**src/rtl/sprite_addr_cal_pkg.sv**
```systemverilog
// Shared field layout for sprite pattern descriptors and sprite state words.
// Also used by the display block's command decoder when it unpacks these words.
package sprite_addr_cal_pkg;

  localparam int ADDR_W  = 16;
  localparam int COORD_W = 10;

  // Box and sprite comparisons need one bit of headroom over ADDR_W.
  localparam int EXT_W   = ADDR_W + 1;

  localparam int PATTERN_INFO_W = 5 * ADDR_W;
  localparam int SPRITE_INFO_W  = 32;

  localparam int PAT_BASE_LSB   = 64;
  localparam int PAT_SPR_W_LSB  = 48;
  localparam int PAT_SPR_H_LSB  = 32;
  localparam int PAT_DRAW_W_LSB = 16;
  localparam int PAT_DRAW_H_LSB = 0;

  localparam int SPR_VIS_BIT  = 31;
  localparam int SPR_FLIP_BIT = 30;
  localparam int SPR_X_HI     = 29;
  localparam int SPR_X_LO     = 20;
  localparam int SPR_Y_HI     = 19;
  localparam int SPR_Y_LO     = 10;

  typedef struct packed {
    logic [ADDR_W-1:0] base;
    logic [ADDR_W-1:0] sprite_w;
    logic [ADDR_W-1:0] sprite_h;
    logic [ADDR_W-1:0] draw_w;
    logic [ADDR_W-1:0] draw_h;
  } pattern_info_t;

  typedef struct packed {
    logic               visible;
    logic               flip;
    logic [COORD_W-1:0] x_pos;
    logic [COORD_W-1:0] y_pos;
    logic [9:0]         reserved;
  } sprite_info_t;

endpackage

```
**src/rtl/sprite_addr_cal_if.sv**
```systemverilog
// Raster/sprite inputs and pixel-index outputs of one sprite address calculator.
interface sprite_addr_cal_if;
  import sprite_addr_cal_pkg::*;

  logic [PATTERN_INFO_W-1:0] pattern_info;
  logic [SPRITE_INFO_W-1:0]  sprite_info;
  logic [COORD_W-1:0]        hcount;
  logic [COORD_W-1:0]        vcount;
  logic [ADDR_W-1:0]         addr_output;
  logic                      valid;

  modport master (
    output pattern_info, sprite_info, hcount, vcount,
    input  addr_output, valid
  );

  modport slave (
    input  pattern_info, sprite_info, hcount, vcount,
    output addr_output, valid
  );

endinterface

```
**src/rtl/sprite_addr_cal.sv**
```systemverilog
// Per-pixel sprite address generator: maps the raster position onto a linear
// index into the sprite pixel memory, with one cycle of latency.
module sprite_addr_cal
  import sprite_addr_cal_pkg::*;
(
  input  logic             clk,
  input  logic             reset,
  sprite_addr_cal_if.slave bus
);

  pattern_info_t     pat;
  sprite_info_t      spr;
  logic [9:0]        unused_reserved;

  logic [EXT_W-1:0]  h_ext;
  logic [EXT_W-1:0]  v_ext;
  logic [EXT_W-1:0]  x_ext;
  logic [EXT_W-1:0]  y_ext;
  logic [EXT_W-1:0]  x_end;
  logic [EXT_W-1:0]  y_end;
  logic [EXT_W-1:0]  dx;
  logic [EXT_W-1:0]  dy;

  logic              in_box;
  logic              in_sprite;
  logic              hit;

  logic [ADDR_W-1:0] col;
  logic [ADDR_W-1:0] row;
  logic [ADDR_W-1:0] prod;
  logic [ADDR_W-1:0] address;

  logic [ADDR_W-1:0] addr_next;
  logic              valid_next;
  logic [ADDR_W-1:0] addr_reg;
  logic              valid_reg;

  assign pat             = pattern_info_t'(bus.pattern_info);
  assign spr             = sprite_info_t'(bus.sprite_info);
  assign unused_reserved = spr.reserved;

  always_comb begin
    h_ext = EXT_W'(bus.hcount);
    v_ext = EXT_W'(bus.vcount);
    x_ext = EXT_W'(spr.x_pos);
    y_ext = EXT_W'(spr.y_pos);

    // Box ends are kept in 17 bits, so a box running past column 1023 is
    // clipped by the raster range rather than wrapping to column 0.
    x_end = x_ext + EXT_W'(pat.draw_w);
    y_end = y_ext + EXT_W'(pat.draw_h);

    dx = h_ext - x_ext;
    dy = v_ext - y_ext;

    in_box    = (h_ext >= x_ext) && (h_ext < x_end) &&
                (v_ext >= y_ext) && (v_ext < y_end);
    in_sprite = (dx < EXT_W'(pat.sprite_w)) && (dy < EXT_W'(pat.sprite_h));
    hit       = spr.visible && in_box && in_sprite;

    col     = spr.flip ? (pat.sprite_w - ADDR_W'(1) - dx[ADDR_W-1:0])
                       : dx[ADDR_W-1:0];
    row     = dy[ADDR_W-1:0];
    prod    = row * pat.sprite_w;
    address = pat.base + prod + col;

    addr_next  = hit ? address : '0;
    valid_next = hit;
  end

  always_ff @(posedge clk or negedge reset) begin
    if (!reset) begin
      addr_reg  <= '0;
      valid_reg <= 1'b0;
    end else begin
      addr_reg  <= addr_next;
      valid_reg <= valid_next;
    end
  end

  assign bus.addr_output = addr_reg;
  assign bus.valid       = valid_reg;

endmodule

```
**src/flat_wrapper.sv**
```systemverilog
// flat-port wrapper written by rule: the top's interface ports become plain ports
module sprite_addr_cal_flat import sprite_addr_cal_pkg::*;
  (clk, reset, bus_pattern_info, bus_sprite_info, bus_hcount, bus_vcount, bus_addr_output, bus_valid);
  sprite_addr_cal_if bus_i ();
  input  logic clk;
  input  logic reset;
  input wire logic [$bits(bus_i.pattern_info)-1:0] bus_pattern_info;
  input wire logic [$bits(bus_i.sprite_info)-1:0] bus_sprite_info;
  input wire logic [$bits(bus_i.hcount)-1:0] bus_hcount;
  input wire logic [$bits(bus_i.vcount)-1:0] bus_vcount;
  output wire logic [$bits(bus_i.addr_output)-1:0] bus_addr_output;
  output wire logic [$bits(bus_i.valid)-1:0] bus_valid;
  assign bus_i.pattern_info = bus_pattern_info;
  assign bus_i.sprite_info = bus_sprite_info;
  assign bus_i.hcount = bus_hcount;
  assign bus_i.vcount = bus_vcount;
  assign bus_addr_output = bus_i.addr_output;
  assign bus_valid = bus_i.valid;
  sprite_addr_cal u_core (.clk(clk), .reset(reset), .bus(bus_i));
endmodule
```
**config.mk**
```make
export PLATFORM = sky130hd
export DESIGN_NAME = sprite_addr_cal_flat
export DESIGN_NICKNAME = d
export VERILOG_FILES = /design/src/rtl/sprite_addr_cal_pkg.sv /design/src/rtl/sprite_addr_cal_if.sv /design/src/rtl/sprite_addr_cal.sv /design/src/flat_wrapper.sv
export SDC_FILE = /design/constraint.sdc
export NUM_CORES = 1
export LEC_CHECK = 0
export ABC_AREA = 1
export CAP_MARGIN = 15
export CORE_MARGIN = 2
export CORE_UTILIZATION = 55
export CTS_BUF_LIST = sky130_fd_sc_hd__clkbuf_16
export DETAILED_ROUTE_END_ITERATION = 8
export PLACE_DENSITY_LB_ADDON = 0.2
export SLEW_MARGIN = 20
export SYNTH_ARGS = -nofsm -noshare
export SYNTH_HDL_FRONTEND = slang
export SYNTH_SLANG_ARGS = --single-unit
```
**constraint.sdc**
```tcl
create_clock -name clk -period 0.8 [get_ports clk]
set_input_delay 0.16 -clock clk [delete_from_list [all_inputs] [get_ports clk]]
set_output_delay 0.16 -clock clk [all_outputs]
set_load 0.05 [all_outputs]
```
==> results of run 1 <==
==> synthesized netlist by cell type (all sizes together) (2+ instances only) <==
library cell / n / share of area, %
a211oi: 4 / 0.32
a21o: 6 / 0.48
a21oi: 76 / 4.2
a31oi: 7 / 0.47
buf: 2 / 0.27
clkbuf: 11 / 0.45
clkinv: 3 / 0.12
dfrtp: 17 / 4.5
fa: 112 / 24
ha: 150 / 20
inv: 323 / 13
nand2: 275 / 11
nand3: 62 / 3.5
nand3b: 9 / 0.86
nand4: 9 / 0.60
nor2: 94 / 4.8
nor3: 10 / 0.59
nor4: 2 / 0.13
o211ai: 6 / 0.54
o21ai: 41 / 2.3
o21bai: 8 / 0.72
o221ai: 3 / 0.28
o41ai: 2 / 0.19
or2: 4 / 0.27
xnor2: 22 / 2.1
xor2: 36 / 3.6
==> kinds of logic after synthesis <==
| kind of cell | count (synthesis) | share of synthesized area (%) |
|---|---|---|
| and+or+nand+nor | 467 | 22.0 |
| buffers and inverters | 339 | 13.9 |
| adders and majority gates | 262 | 44.0 |
| AOI/OAI and AO/OA | 158 | 9.87 |
| xor gates and xnor gates | 58 | 5.63 |
| DFF | 17 | 4.55 |
==> metal layers <==
| metal | overflow | GRT usage (%) |
|---|---|---|
| met3 | 0 | 31.6 |
| met5 | 0 | 16.1 |
| met2 | 1 | 83.7 |
| met1 | 0 | 54.2 |
| met4 | 1 | 54.3 |
==> per-stage QoR <==
stage | cells | setup TNS, ns
2_1_floorplan | 1301 | -70.96
3_3_place_gp | 1926 | -88.56
3_5_place_dp | 1926 | -91.33
4_1_cts | 1961 | -79.78
==> repair_timing <==
item                       in CTS
pin swaps                      96
gates cloned                    1
setup buffers                  31
resized for setup             186
setup endpoints to repair      34
==> flow_results.xml, run 1 <==
<?xml version="1.0" encoding="UTF-8"?>
<metrics>
  <group name="synth">
    <metric name="postSynth.asyncResetShare" unit="%">100</metric>
    <metric name="yosys_warns" unit="">0</metric>
    <metric name="synth-seq-cells" unit="">17</metric>
    <metric name="syn_area_per_cell" unit="µm²">7.19</metric>
    <metric name="synthesis.area" unit="mm²">0.00935</metric>
    <metric name="postSynthCellCount" unit="">1301</metric>
    <metric name="synth_edf_count" unit="">0</metric>
    <metric name="synth_cell_type_count" unit="">51</metric>
    <metric name="most_instantiated_flip_flop_cell_in_the_synthesis_netlist" unit="">sky130_fd_sc_hd__dfrtp_1</metric>
    <metric name="synth.net_count" unit="">1697</metric>
    <metric name="synth-seq-area-share" unit="%">4.55</metric>
  </group>
  <group name="global_routing">
    <metric name="grt_use_total" unit="%">56.7</metric>
    <metric name="grt_max_degree" unit="">18</metric>
    <metric name="globalRouteOverflowTotal" unit="">2</metric>
  </group>
  <group name="placed_design">
    <metric name="number_of_port_buffers" unit="">140</metric>
    <metric name="detailedPlacementHpwl" unit="mm">26.7</metric>
    <metric name="dpl-instance-area" unit="mm²">0.0136</metric>
    <metric name="preCtsSetupSlack" unit="ns">-6.71</metric>
    <metric name="gp_congestion" unit="">0.955</metric>
  </group>
  <group name="clock_tree">
    <metric name="cts_max_level" unit="">1</metric>
    <metric name="cts_sinks" unit="">17</metric>
    <metric name="cts_made_buffers" unit="">3</metric>
    <metric name="root_buffer_cell" unit="">sky130_fd_sc_hd__clkbuf_16</metric>
    <metric name="post_cts_hold_buffer_count" unit="">0</metric>
    <metric name="deepest_clock_path_buffer_count" unit="">2</metric>
  </group>
  <group name="floorplan">
    <metric name="die-width" unit="µm">134</metric>
    <metric name="overall_die_height" unit="µm">134</metric>
    <metric name="start_util" unit="%">56.4</metric>
    <metric name="placement_rows" unit="">47</metric>
    <metric name="design.portCount" unit="">151</metric>
  </group>
  <group name="timing">
    <metric name="worst_path_end_type" unit="">sequential cell input</metric>
    <metric name="crit_endpoint" unit="">u_core.bus.addr_output[15]$_DFF_PN0_/D</metric>
  </group>
  <group name="status">
    <metric name="lastStage" unit="">global routing</metric>
    <metric name="first_error" unit="">[ERROR GRT-0232] Routing congestion too high. Check the congestion heatmap in the GUI.</metric>
    <metric name="outcome" unit="">aborted with a tool error</metric>
  </group>
</metrics>
==> run 2: changes to the inputs <==
Settings changed: CORE_UTILIZATION 55 to 40, CTS_BUF_LIST sky130_fd_sc_hd__clkbuf_16 to unset, PLACE_DENSITY_LB_ADDON 0.2 to 0.15.
==> run 2 against run 1 <==
  * The flow now finishes, with violations (negative setup slack)
  * Area after synthesis did not move
  * Synthesized cell count unchanged
==> flow_results.xml, run 2 <==
<?xml version="1.0" encoding="UTF-8"?>
<metrics>
  <group name="floorplan">
    <metric name="core_area" unit="mm²">0.0228</metric>
    <metric name="overall_die_height" unit="µm">157</metric>
    <metric name="dieArea" unit="mm²">0.0246</metric>
    <metric name="start_util" unit="%">41.1</metric>
    <metric name="design.portCount" unit="">151</metric>
    <metric name="placement_rows" unit="">55</metric>
    <metric name="die-width" unit="µm">157</metric>
  </group>
  <group name="synth">
    <metric name="synth_area_leaders" unit="">sky130_fd_sc_hd__fa_1 (24%), sky130_fd_sc_hd__ha_1 (20%), sky130_fd_sc_hd__inv_1 (13%)</metric>
    <metric name="yosys_warns" unit="">0</metric>
    <metric name="synth.largest_area_cell" unit="">sky130_fd_sc_hd__fa_1</metric>
    <metric name="postSynthCellCount" unit="">1301</metric>
    <metric name="synth.most_common_cell" unit="">sky130_fd_sc_hd__inv_1</metric>
    <metric name="postSynth.asyncResetShare" unit="%">100</metric>
    <metric name="synth.net_count" unit="">1697</metric>
    <metric name="synth-seq-cells" unit="">17</metric>
    <metric name="synthTopCellsByCount" unit="">sky130_fd_sc_hd__inv_1 (313), sky130_fd_sc_hd__nand2_1 (269), sky130_fd_sc_hd__ha_1 (150)</metric>
    <metric name="most_instantiated_flip_flop_cell_in_the_synthesis_netlist" unit="">sky130_fd_sc_hd__dfrtp_1</metric>
    <metric name="yosys.area.top_type_share" unit="%">24.0</metric>
    <metric name="synth-seq-area-share" unit="%">4.55</metric>
    <metric name="synthesis.area" unit="mm²">0.00935</metric>
    <metric name="synth_cell_type_count" unit="">51</metric>
    <metric name="syn_area_per_cell" unit="µm²">7.19</metric>
    <metric name="synth_edf_count" unit="">0</metric>
  </group>
  <group name="cells_and_area">
    <metric name="layout_commonest_cell" unit="">sky130_fd_sc_hd__buf_4</metric>
    <metric name="largest_reg_flops" unit="">16</metric>
    <metric name="final_nets" unit="">2164</metric>
    <metric name="final_cell_mix" unit="">sky130_fd_sc_hd__buf_4 (301), sky130_fd_sc_hd__inv_1 (271), sky130_fd_sc_hd__nand2_1 (240)</metric>
    <metric name="design_area" unit="mm²">0.0154</metric>
    <metric name="syn_to_final_growth" unit="%">64.7</metric>
    <metric name="diodes" unit="">0</metric>
    <metric name="fillerInstances" unit="">1902</metric>
    <metric name="drive_gt1_share" unit="%">35.7</metric>
  </group>
  <group name="clock_tree">
    <metric name="cts_sinks" unit="">17</metric>
    <metric name="cts_made_buffers" unit="">3</metric>
    <metric name="post_cts_hold_buffer_count" unit="">0</metric>
    <metric name="cts_max_level" unit="">1</metric>
    <metric name="root_buffer_cell" unit="">sky130_fd_sc_hd__clkbuf_16</metric>
    <metric name="clk_transition_reported_paths" unit="ns">0.06</metric>
    <metric name="tritoncts" unit="">yes</metric>
    <metric name="deepest_clock_path_buffer_count" unit="">2</metric>
  </group>
  <group name="detailed_routing">
    <metric name="drtIter0Drc" unit="">357</metric>
    <metric name="route.detailed.wl_per_inst" unit="µm">14.3</metric>
    <metric name="route.detailed.vias_per_inst" unit="">4.73</metric>
    <metric name="route.vias.total" unit="">9831</metric>
    <metric name="detail_route.drc_violations" unit="">0</metric>
    <metric name="postRouteWirelength" unit="mm">29.8</metric>
    <metric name="length_of_the_first_detailed_routing_pass_in_iterations" unit="">5</metric>
    <metric name="detail-route-antenna-nets" unit="">0</metric>
  </group>
  <group name="placed_design">
    <metric name="number_of_port_buffers" unit="">140</metric>
    <metric name="gp_congestion" unit="">0.964</metric>
    <metric name="detailedPlacementHpwl" unit="mm">24.9</metric>
    <metric name="dpl-instance-area" unit="mm²">0.0138</metric>
  </group>
  <group name="setup_path">
    <metric name="required" unit="ns">0.94</metric>
    <metric name="peak_fanout_along_the_critical_path" unit="">3</metric>
    <metric name="path_class" unit="">in2reg</metric>
    <metric name="timing.critical_path.slowest_stage_cell" unit="">sky130_fd_sc_hd__fa_2</metric>
    <metric name="arrival" unit="ns">6.67</metric>
    <metric name="critical_path.endpoint_type" unit="">flop</metric>
    <metric name="worst_setup_path_start_kind" unit="">input port</metric>
    <metric name="cpPeakStageDelay" unit="ns">0.55</metric>
  </group>
  <group name="global_routing">
    <metric name="grt_util_met2" unit="%">44.5</metric>
    <metric name="grt-busiest-layer" unit="">met2</metric>
    <metric name="grt_antenna_before_repair" unit="">0</metric>
    <metric name="grt_first_pass_wirelength" unit="mm">48.3</metric>
    <metric name="grt.met3_usage" unit="%">2.78</metric>
    <metric name="grt_use_total" unit="%">24.5</metric>
    <metric name="first_global_vias" unit="">10200</metric>
    <metric name="globalRouteOverflowTotal" unit="">0</metric>
    <metric name="grt_max_degree" unit="">18</metric>
    <metric name="grt.met1_usage" unit="%">31.5</metric>
  </group>
  <group name="status">
    <metric name="outcome" unit="">finished, violations left</metric>
    <metric name="violations_in_the_final_reports" unit="">negative setup slack</metric>
  </group>
  <group name="timing">
    <metric name="final-hold-violation-count" unit="">0</metric>
    <metric name="finalSetupTns" unit="ns">-78.81</metric>
    <metric name="setup_repair_after_global_routing_missed_its_margin" unit="">yes</metric>
    <metric name="timing.final.crit_share" unit="%">816</metric>
    <metric name="timing_max_transition_violations_final" unit="">0</metric>
    <metric name="setup_viol" unit="">34</metric>
    <metric name="tightest_slew" unit="ns">0.456</metric>
    <metric name="final_period_minus_worst_setup_slack" unit="ns">6.52</metric>
    <metric name="worst_slack" unit="ns">-5.72</metric>
    <metric name="max_slew_margin" unit="%">69.2</metric>
    <metric name="clock.fmax" unit="MHz">153</metric>
  </group>
  <group name="min_path">
    <metric name="hold_class" unit="">in2async</metric>
  </group>
  <group name="flow_run">
    <metric name="cap_viol_max_count" unit="">0</metric>
  </group>
</metrics>
-- run 2: final timing paths --
kind                                       from                         end  slack [ns]
max in group asynchronous                 reset  u_core.bus.addr_output[15]        0.42
min in group clk           bus_pattern_info[64]   u_core.bus.addr_output[0]        0.74
worst max-delay path              bus_hcount[0]  u_core.bus.addr_output[14]       -5.72
worst min-delay path                      reset   u_core.bus.addr_output[7]        0.24
-- run 2: metal layers --
layer	vias to the layer above	wire length (µm)
met3	34	1170
met4	0	541
met5	-	0
met2	206	14900
li1	4954	-
met1	4637	13200
-- run 2: cell type report --
cell class                 count  area (µm²)  share of cell area [%]
multi-input combinational    945        9030                    58.6
timing repair buffer         474        4200                    27.2
inverter                     326        1270                    8.27
sequential                    17         425                    2.76
tap                          313         392                    2.54
clock buffer                   3        75.1                   0.487
timing repair inverter         1        8.76                  0.0568
clock inverter                 1        5.00                  0.0325
-- run 2: logic make-up after synthesis --
family,count (synthesis),synth area share (%)
adders and majority gates,262,44.0
and+or+nand+nor,467,22.0
DFF,17,4.55
buffers and inverters,339,13.9
AOI/OAI and AO/OA,158,9.87
xor gates and xnor gates,58,5.63
-- run 2: critical path, delay by kind of cell --
kind	cells	cell delay (ns)
AO/OA/AOI/OAI	8	1.10
XOR/XNOR	3	0.51
adder cells (fa/ha/maj)	9	3.32
buffers and inverters	10	0.75
AND/OR/NAND/NOR	10	0.81
-- run 2: per-stage QoR --
step	hold WS, ns	instances	worst slack, ns	utilization, %
after floorplan	-0.136	1301	-5.55	-
after global placement	0.517	2032	-6.46	60.6
after detailed placement	0.521	2032	-6.58	60.6
after CTS	0.248	2071	-5.79	65.0
after global routing	0.250	2080	-5.98	67.7
final	0.245	2080	-5.72	67.7
-- run 2: timing repair --
action                     CTS  global route
setup buffers               37            15
gates cloned                 1             0
setup endpoints to repair   34            34
pin swaps                  111           120
resized for setup          189           134
Power of run 2 is not shown: default switching activity piles up to over one toggle a cycle in this logic, so the estimate is an artifact.
==> run 3: changes to the inputs <==
Settings changed: CORE_MARGIN 2 to unset.
==> run 3 against run 2 <==
  * The flow still finishes with violations (negative setup slack)
  * Routed wire length is 4.0% higher
  * Critical path type unchanged
  * Final area hardly changed
  * Highest routed layer is now met5
  * Worst hold slack worse by 0.0047 ns
  * Via count is 1.7% higher
==> flow_results.xml, run 3 (same netlist as run 2, synthesis figures left out) <==
<?xml version="1.0" encoding="UTF-8"?>
<metrics>
  <group name="placed_design">
    <metric name="detailedPlacementHpwl" unit="mm">25.0</metric>
    <metric name="dpl-instance-area" unit="mm²">0.0138</metric>
    <metric name="number_of_port_buffers" unit="">140</metric>
    <metric name="gp_congestion" unit="">0.947</metric>
  </group>
  <group name="setup_path">
    <metric name="timing.critical_path.slowest_stage_cell" unit="">sky130_fd_sc_hd__fa_1</metric>
    <metric name="critical_path.endpoint_type" unit="">flop</metric>
    <metric name="peak_fanout_along_the_critical_path" unit="">2</metric>
    <metric name="worst_path_most_repeated_cell" unit="">sky130_fd_sc_hd__nand2_1</metric>
    <metric name="worst_setup_path_start_kind" unit="">input port</metric>
    <metric name="path_delay_family" unit="">adder cells</metric>
    <metric name="required" unit="ns">0.95</metric>
    <metric name="arrival" unit="ns">6.61</metric>
    <metric name="path_class" unit="">in2reg</metric>
    <metric name="cp_buf_inv_count" unit="">9</metric>
    <metric name="cpPeakStageDelay" unit="ns">0.57</metric>
  </group>
  <group name="global_routing">
    <metric name="grt-busiest-layer" unit="">met2</metric>
    <metric name="grt.met1_usage" unit="%">32.8</metric>
    <metric name="grt_antenna_before_repair" unit="">1</metric>
    <metric name="grt_max_degree" unit="">18</metric>
    <metric name="globalRouteOverflowTotal" unit="">0</metric>
    <metric name="first_global_vias" unit="">10700</metric>
    <metric name="grt_use_total" unit="%">26.5</metric>
    <metric name="grt.met3_usage" unit="%">3.26</metric>
    <metric name="grt_util_met2" unit="%">47.7</metric>
    <metric name="grt_first_pass_wirelength" unit="mm">50.7</metric>
  </group>
  <group name="cells_and_area">
    <metric name="syn_to_final_growth" unit="%">64.6</metric>
    <metric name="final_nets" unit="">2186</metric>
    <metric name="final_cell_mix" unit="">sky130_fd_sc_hd__buf_4 (339), sky130_fd_sc_hd__inv_1 (271), sky130_fd_sc_hd__nand2_1 (236)</metric>
    <metric name="fillerInstances" unit="">1905</metric>
    <metric name="drive_gt1_share" unit="%">36.5</metric>
    <metric name="layout_commonest_cell" unit="">sky130_fd_sc_hd__buf_4</metric>
    <metric name="design_area" unit="mm²">0.0154</metric>
    <metric name="largest_reg_flops" unit="">16</metric>
    <metric name="diodes" unit="">0</metric>
    <metric name="finish.utilization" unit="%">67.6</metric>
  </group>
  <group name="status">
    <metric name="outcome" unit="">finished, violations left</metric>
    <metric name="violations_in_the_final_reports" unit="">negative setup slack</metric>
  </group>
  <group name="floorplan">
    <metric name="die-width" unit="µm">155</metric>
    <metric name="design.portCount" unit="">151</metric>
    <metric name="placement_rows" unit="">55</metric>
    <metric name="dieArea" unit="mm²">0.0240</metric>
    <metric name="overall_die_height" unit="µm">155</metric>
    <metric name="core_area" unit="mm²">0.0228</metric>
    <metric name="start_util" unit="%">41.1</metric>
  </group>
  <group name="detailed_routing">
    <metric name="detail-route-antenna-nets" unit="">0</metric>
    <metric name="route.detailed.vias_per_inst" unit="">4.76</metric>
    <metric name="detail_route.drc_violations" unit="">0</metric>
    <metric name="postRouteWirelength" unit="mm">31.0</metric>
    <metric name="route.detailed.wl_per_inst" unit="µm">14.7</metric>
    <metric name="drtIter0Drc" unit="">403</metric>
    <metric name="length_of_the_first_detailed_routing_pass_in_iterations" unit="">5</metric>
    <metric name="route.vias.total" unit="">9998</metric>
  </group>
  <group name="clock_tree">
    <metric name="cts_sinks" unit="">17</metric>
    <metric name="post_cts_hold_buffer_count" unit="">0</metric>
    <metric name="cts_made_buffers" unit="">3</metric>
    <metric name="deepest_clock_path_buffer_count" unit="">2</metric>
    <metric name="clk_transition_reported_paths" unit="ns">0.06</metric>
    <metric name="tritoncts" unit="">yes</metric>
    <metric name="cts_max_level" unit="">1</metric>
    <metric name="root_buffer_cell" unit="">sky130_fd_sc_hd__clkbuf_16</metric>
  </group>
  <group name="timing">
    <metric name="timing_max_transition_violations_final" unit="">0</metric>
    <metric name="max_slew_margin" unit="%">73.9</metric>
    <metric name="final_period_minus_worst_setup_slack" unit="ns">6.46</metric>
    <metric name="timing.final.crit_share" unit="%">808</metric>
    <metric name="finalSetupTns" unit="ns">-92.81</metric>
    <metric name="setup_viol" unit="">34</metric>
    <metric name="final.hold.worst_slack" unit="ns">0.240</metric>
    <metric name="final-hold-violation-count" unit="">0</metric>
    <metric name="setup_repair_after_global_routing_missed_its_margin" unit="">yes</metric>
    <metric name="clock.fmax" unit="MHz">155</metric>
    <metric name="worst_slack" unit="ns">-5.66</metric>
    <metric name="tightest_slew" unit="ns">0.386</metric>
  </group>
  <group name="flow_run">
    <metric name="cap_viol_max_count" unit="">0</metric>
  </group>
  <group name="min_path">
    <metric name="hold_class" unit="">in2async</metric>
  </group>
</metrics>
[run 3: cell types whose count changed in the layout (fill, tap and decap cells not counted), sizes merged]
cell	delta
dlygate4sd2	-12
inv	-1
dlymetal6s2s	+2
clkdlybuf4s50	+2
buf	+32
clkbuf	-2
clkinv	+1
[run 3: worst paths after layout]
kind	startpoint	end	slack, ns	depth (start not counted)
min in group clk	bus_pattern_info[64]	u_core.bus.addr_output[0]	0.73	4
max in group asynchronous	reset	u_core.bus.valid	0.43	2
worst max-delay path	bus_hcount[0]	u_core.bus.addr_output[15]	-5.66	44
worst min-delay path	reset	u_core.bus.addr_output[5]	0.24	2
[run 3: cell type report]
type | instances | area (µm²) | area share [%]
Inverter | 326 | 1280 | 8.30
Tap cell | 313 | 392 | 2.54
Sequential cell | 17 | 425 | 2.76
Clock buffer | 3 | 75.1 | 0.487
Multi-Input combinational cell | 945 | 8910 | 57.8
Timing Repair Buffer | 496 | 4300 | 27.9
Timing Repair inverter | 1 | 16.3 | 0.106
Clock inverter | 1 | 5.00 | 0.0325
[run 3: metal layers]
layer / up-vias / part of all wire, %
met1: 4679 / 43
met5: - / 0.035
met2: 248 / 49
li1: 5002 / -
met3: 67 / 4.4
met4: 2 / 3.4
[run 3: through the flow]
stage	worst slack [ns]	instances
after global routing	-5.93	2102
final	-5.66	2102
after detailed placement	-6.61	2030
after global placement	-6.48	2030
after floorplan	-5.55	1301
after CTS	-5.60	2097
[run 3: repair_timing]
action / in CTS / in global routing
setup buffers: 68 / 10
gates resized for setup: 251 / 71
pin swaps: 105 / 105
cloned: 1 / 0
hold endpoints to repair: 0 / 0
setup endpoints to repair: 34 / 34
Power of run 3 is left out for the same reason.
==> run 4: changes to the inputs <==
--- a/config.mk
+++ b/config.mk
@@ -9,4 +9,5 @@
 export CAP_MARGIN = 15
 export CORE_UTILIZATION = 40
+export CTS_CLUSTER_DIAMETER = 80
 export DETAILED_ROUTE_END_ITERATION = 8
 export PLACE_DENSITY_LB_ADDON = 0.15
==> constraint.sdc (replaced) <==
create_clock -name clk -period 8.1 [get_ports clk]
set_input_delay 1.62 -clock clk [delete_from_list [all_inputs] [get_ports clk]]
set_output_delay 1.62 -clock clk [all_outputs]
set_load 0.02 [all_outputs]
==> run 4 against run 3 <==
  * The run now ends clean
  * Global-route usage fell by 3.6 points
  * Final area fell by 11%
  * Core utilization fell by 7.1 points
  * Routed wire length fell by 13%
  * Largest cell class unchanged
  * Die area did not move
  * Worst hold slack improved by 1.6 ns
  * Clock-buffer cell count did not move
==> flow_results.xml, run 4 (same netlist as run 2, synthesis figures left out) <==
<?xml version="1.0" encoding="UTF-8"?>
<metrics>
  <group name="global_routing">
    <metric name="globalRouteOverflowTotal" unit="">0</metric>
    <metric name="grt_antenna_before_repair" unit="">0</metric>
    <metric name="grt_max_degree" unit="">18</metric>
    <metric name="first_global_vias" unit="">9540</metric>
    <metric name="grt_use_total" unit="%">22.9</metric>
    <metric name="grt_first_pass_wirelength" unit="mm">44.4</metric>
  </group>
  <group name="detailed_routing">
    <metric name="wirelength_met1" unit="mm">11.8</metric>
    <metric name="length_of_the_first_detailed_routing_pass_in_iterations" unit="">6</metric>
    <metric name="dr.max_layer_used" unit="">met4</metric>
    <metric name="detail_route.drc_violations" unit="">0</metric>
    <metric name="met3RoutedLength" unit="mm">1.16</metric>
    <metric name="route.detailed.vias_per_inst" unit="">4.74</metric>
    <metric name="drtIter0Drc" unit="">325</metric>
    <metric name="route.vias.total" unit="">9383</metric>
    <metric name="wl_met2" unit="mm">13.6</metric>
    <metric name="route.detailed.wl_per_inst" unit="µm">13.7</metric>
    <metric name="postRouteWirelength" unit="mm">27.1</metric>
    <metric name="detail-route-antenna-nets" unit="">0</metric>
  </group>
  <group name="setup_path">
    <metric name="required" unit="ns">8.25</metric>
    <metric name="cp_buf_inv_count" unit="">9</metric>
    <metric name="path_class" unit="">in2reg</metric>
    <metric name="worst_path_most_repeated_cell" unit="">sky130_fd_sc_hd__nand2_1</metric>
    <metric name="arrival" unit="ns">8.24</metric>
    <metric name="peak_fanout_along_the_critical_path" unit="">3</metric>
    <metric name="path_delay_family" unit="">adder cells</metric>
    <metric name="timing.critical_path.slowest_stage_cell" unit="">sky130_fd_sc_hd__fa_1</metric>
    <metric name="cpPeakStageDelay" unit="ns">0.56</metric>
    <metric name="worst_setup_path_start_kind" unit="">input port</metric>
    <metric name="critical_path.endpoint_type" unit="">flop</metric>
  </group>
  <group name="clock_tree">
    <metric name="deepest_clock_path_buffer_count" unit="">2</metric>
    <metric name="cts_max_level" unit="">1</metric>
    <metric name="post_cts_hold_buffer_count" unit="">0</metric>
    <metric name="cts_made_buffers" unit="">3</metric>
    <metric name="clk_transition_reported_paths" unit="ns">0.06</metric>
    <metric name="tritoncts" unit="">yes</metric>
    <metric name="cts_sinks" unit="">17</metric>
    <metric name="root_buffer_cell" unit="">sky130_fd_sc_hd__clkbuf_16</metric>
  </group>
  <group name="timing">
    <metric name="final_period_minus_worst_setup_slack" unit="ns">8.10</metric>
    <metric name="final.hold.worst_slack" unit="ns">1.86</metric>
    <metric name="timing_max_transition_violations_final" unit="">0</metric>
    <metric name="setup_viol" unit="">0</metric>
    <metric name="clock.fmax" unit="MHz">124</metric>
    <metric name="finalSetupTns" unit="ns">0</metric>
    <metric name="setup_repair_after_global_routing_missed_its_margin" unit="">yes</metric>
    <metric name="tightest_slew" unit="ns">0.856</metric>
    <metric name="final-hold-violation-count" unit="">0</metric>
    <metric name="timing.final.crit_share" unit="%">99.9</metric>
    <metric name="max_slew_margin" unit="%">42.8</metric>
  </group>
  <group name="cells_and_area">
    <metric name="largest_reg_flops" unit="">16</metric>
    <metric name="final_nets" unit="">2062</metric>
    <metric name="layout_commonest_cell" unit="">sky130_fd_sc_hd__inv_1</metric>
    <metric name="layout.area.seq" unit="µm²">425</metric>
    <metric name="diodes" unit="">0</metric>
    <metric name="final_cell_mix" unit="">sky130_fd_sc_hd__inv_1 (286), sky130_fd_sc_hd__nand2_1 (251), sky130_fd_sc_hd__buf_4 (227)</metric>
    <metric name="syn_to_final_growth" unit="%">47.3</metric>
    <metric name="multi_input_logic_area" unit="mm²">0.00848</metric>
    <metric name="design_area" unit="mm²">0.0138</metric>
    <metric name="drive_gt1_share" unit="%">26.5</metric>
    <metric name="fillerInstances" unit="">2056</metric>
  </group>
  <group name="floorplan">
    <metric name="placement_rows" unit="">55</metric>
    <metric name="design.portCount" unit="">151</metric>
    <metric name="dieArea" unit="mm²">0.0240</metric>
    <metric name="start_util" unit="%">41.1</metric>
    <metric name="core_area" unit="mm²">0.0228</metric>
    <metric name="overall_die_height" unit="µm">155</metric>
    <metric name="die-width" unit="µm">155</metric>
  </group>
  <group name="placed_design">
    <metric name="number_of_port_buffers" unit="">140</metric>
    <metric name="gp_congestion" unit="">0.950</metric>
    <metric name="detailedPlacementHpwl" unit="mm">23.2</metric>
    <metric name="dpl-instance-area" unit="mm²">0.0126</metric>
  </group>
  <group name="status">
    <metric name="outcome" unit="">finished, final reports clean</metric>
  </group>
  <group name="flow_run">
    <metric name="cap_viol_max_count" unit="">0</metric>
  </group>
  <group name="min_path">
    <metric name="hold_class" unit="">in2async</metric>
  </group>
</metrics>
==> run 4: path summary, 6_finish.rpt <==
kind | start | to | slack [ns] | cells past startpoint
hold / removal | reset | u_core.bus.addr_output[5] | 1.86 | 1
min in group clk | bus_pattern_info[47] | u_core.bus.valid | 2.14 | 5
setup / recovery | bus_hcount[0] | u_core.bus.addr_output[15] | 0.004 | 42
max in group asynchronous | reset | u_core.bus.addr_output[12] | 5.71 | 1
==> run 4: area by class of cell <==
class | count | area share (%)
clock buffer | 3 | 0.545
inverter | 326 | 9.03
tap | 313 | 2.84
clock inverter | 1 | 0.0363
sequential | 17 | 3.09
timing repair buffer | 373 | 22.9
multi-input combinational | 945 | 61.6
==> run 4: what timing repair did <==
| item | CTS | global route |
|---|---|---|
| resized for setup | 138 | 98 |
| setup buffers | 22 | 6 |
| pin swaps | 85 | 83 |
| setup endpoints to repair | 5 | 6 |
| gates cloned | 0 | 0 |
==> run 4: per-stage QoR <==
stage / utilization (%) / setup slack (ns) / std cells
2_1_floorplan: - / 0.0173 / 1301
3_3_place_gp: 55.5 / -0.917 / 1947
3_5_place_dp: 55.5 / -0.978 / 1947
4_1_cts: 58.5 / -0.0690 / 1972
5_1_grt: 60.5 / -0.268 / 1978
6_report: 60.5 / 0.00408 / 1978
==> run 4: layer usage <==
| layer | GRT usage (%) | vias up |
|---|---|---|
| met4 | 4.15 | 0 |
| li1 | - | 4747 |
| met5 | 0 | - |
| met1 | 29.3 | 4352 |
| met3 | 1.78 | 33 |
| met2 | 42.3 | 251 |
Power of run 4 is left out for the same reason.
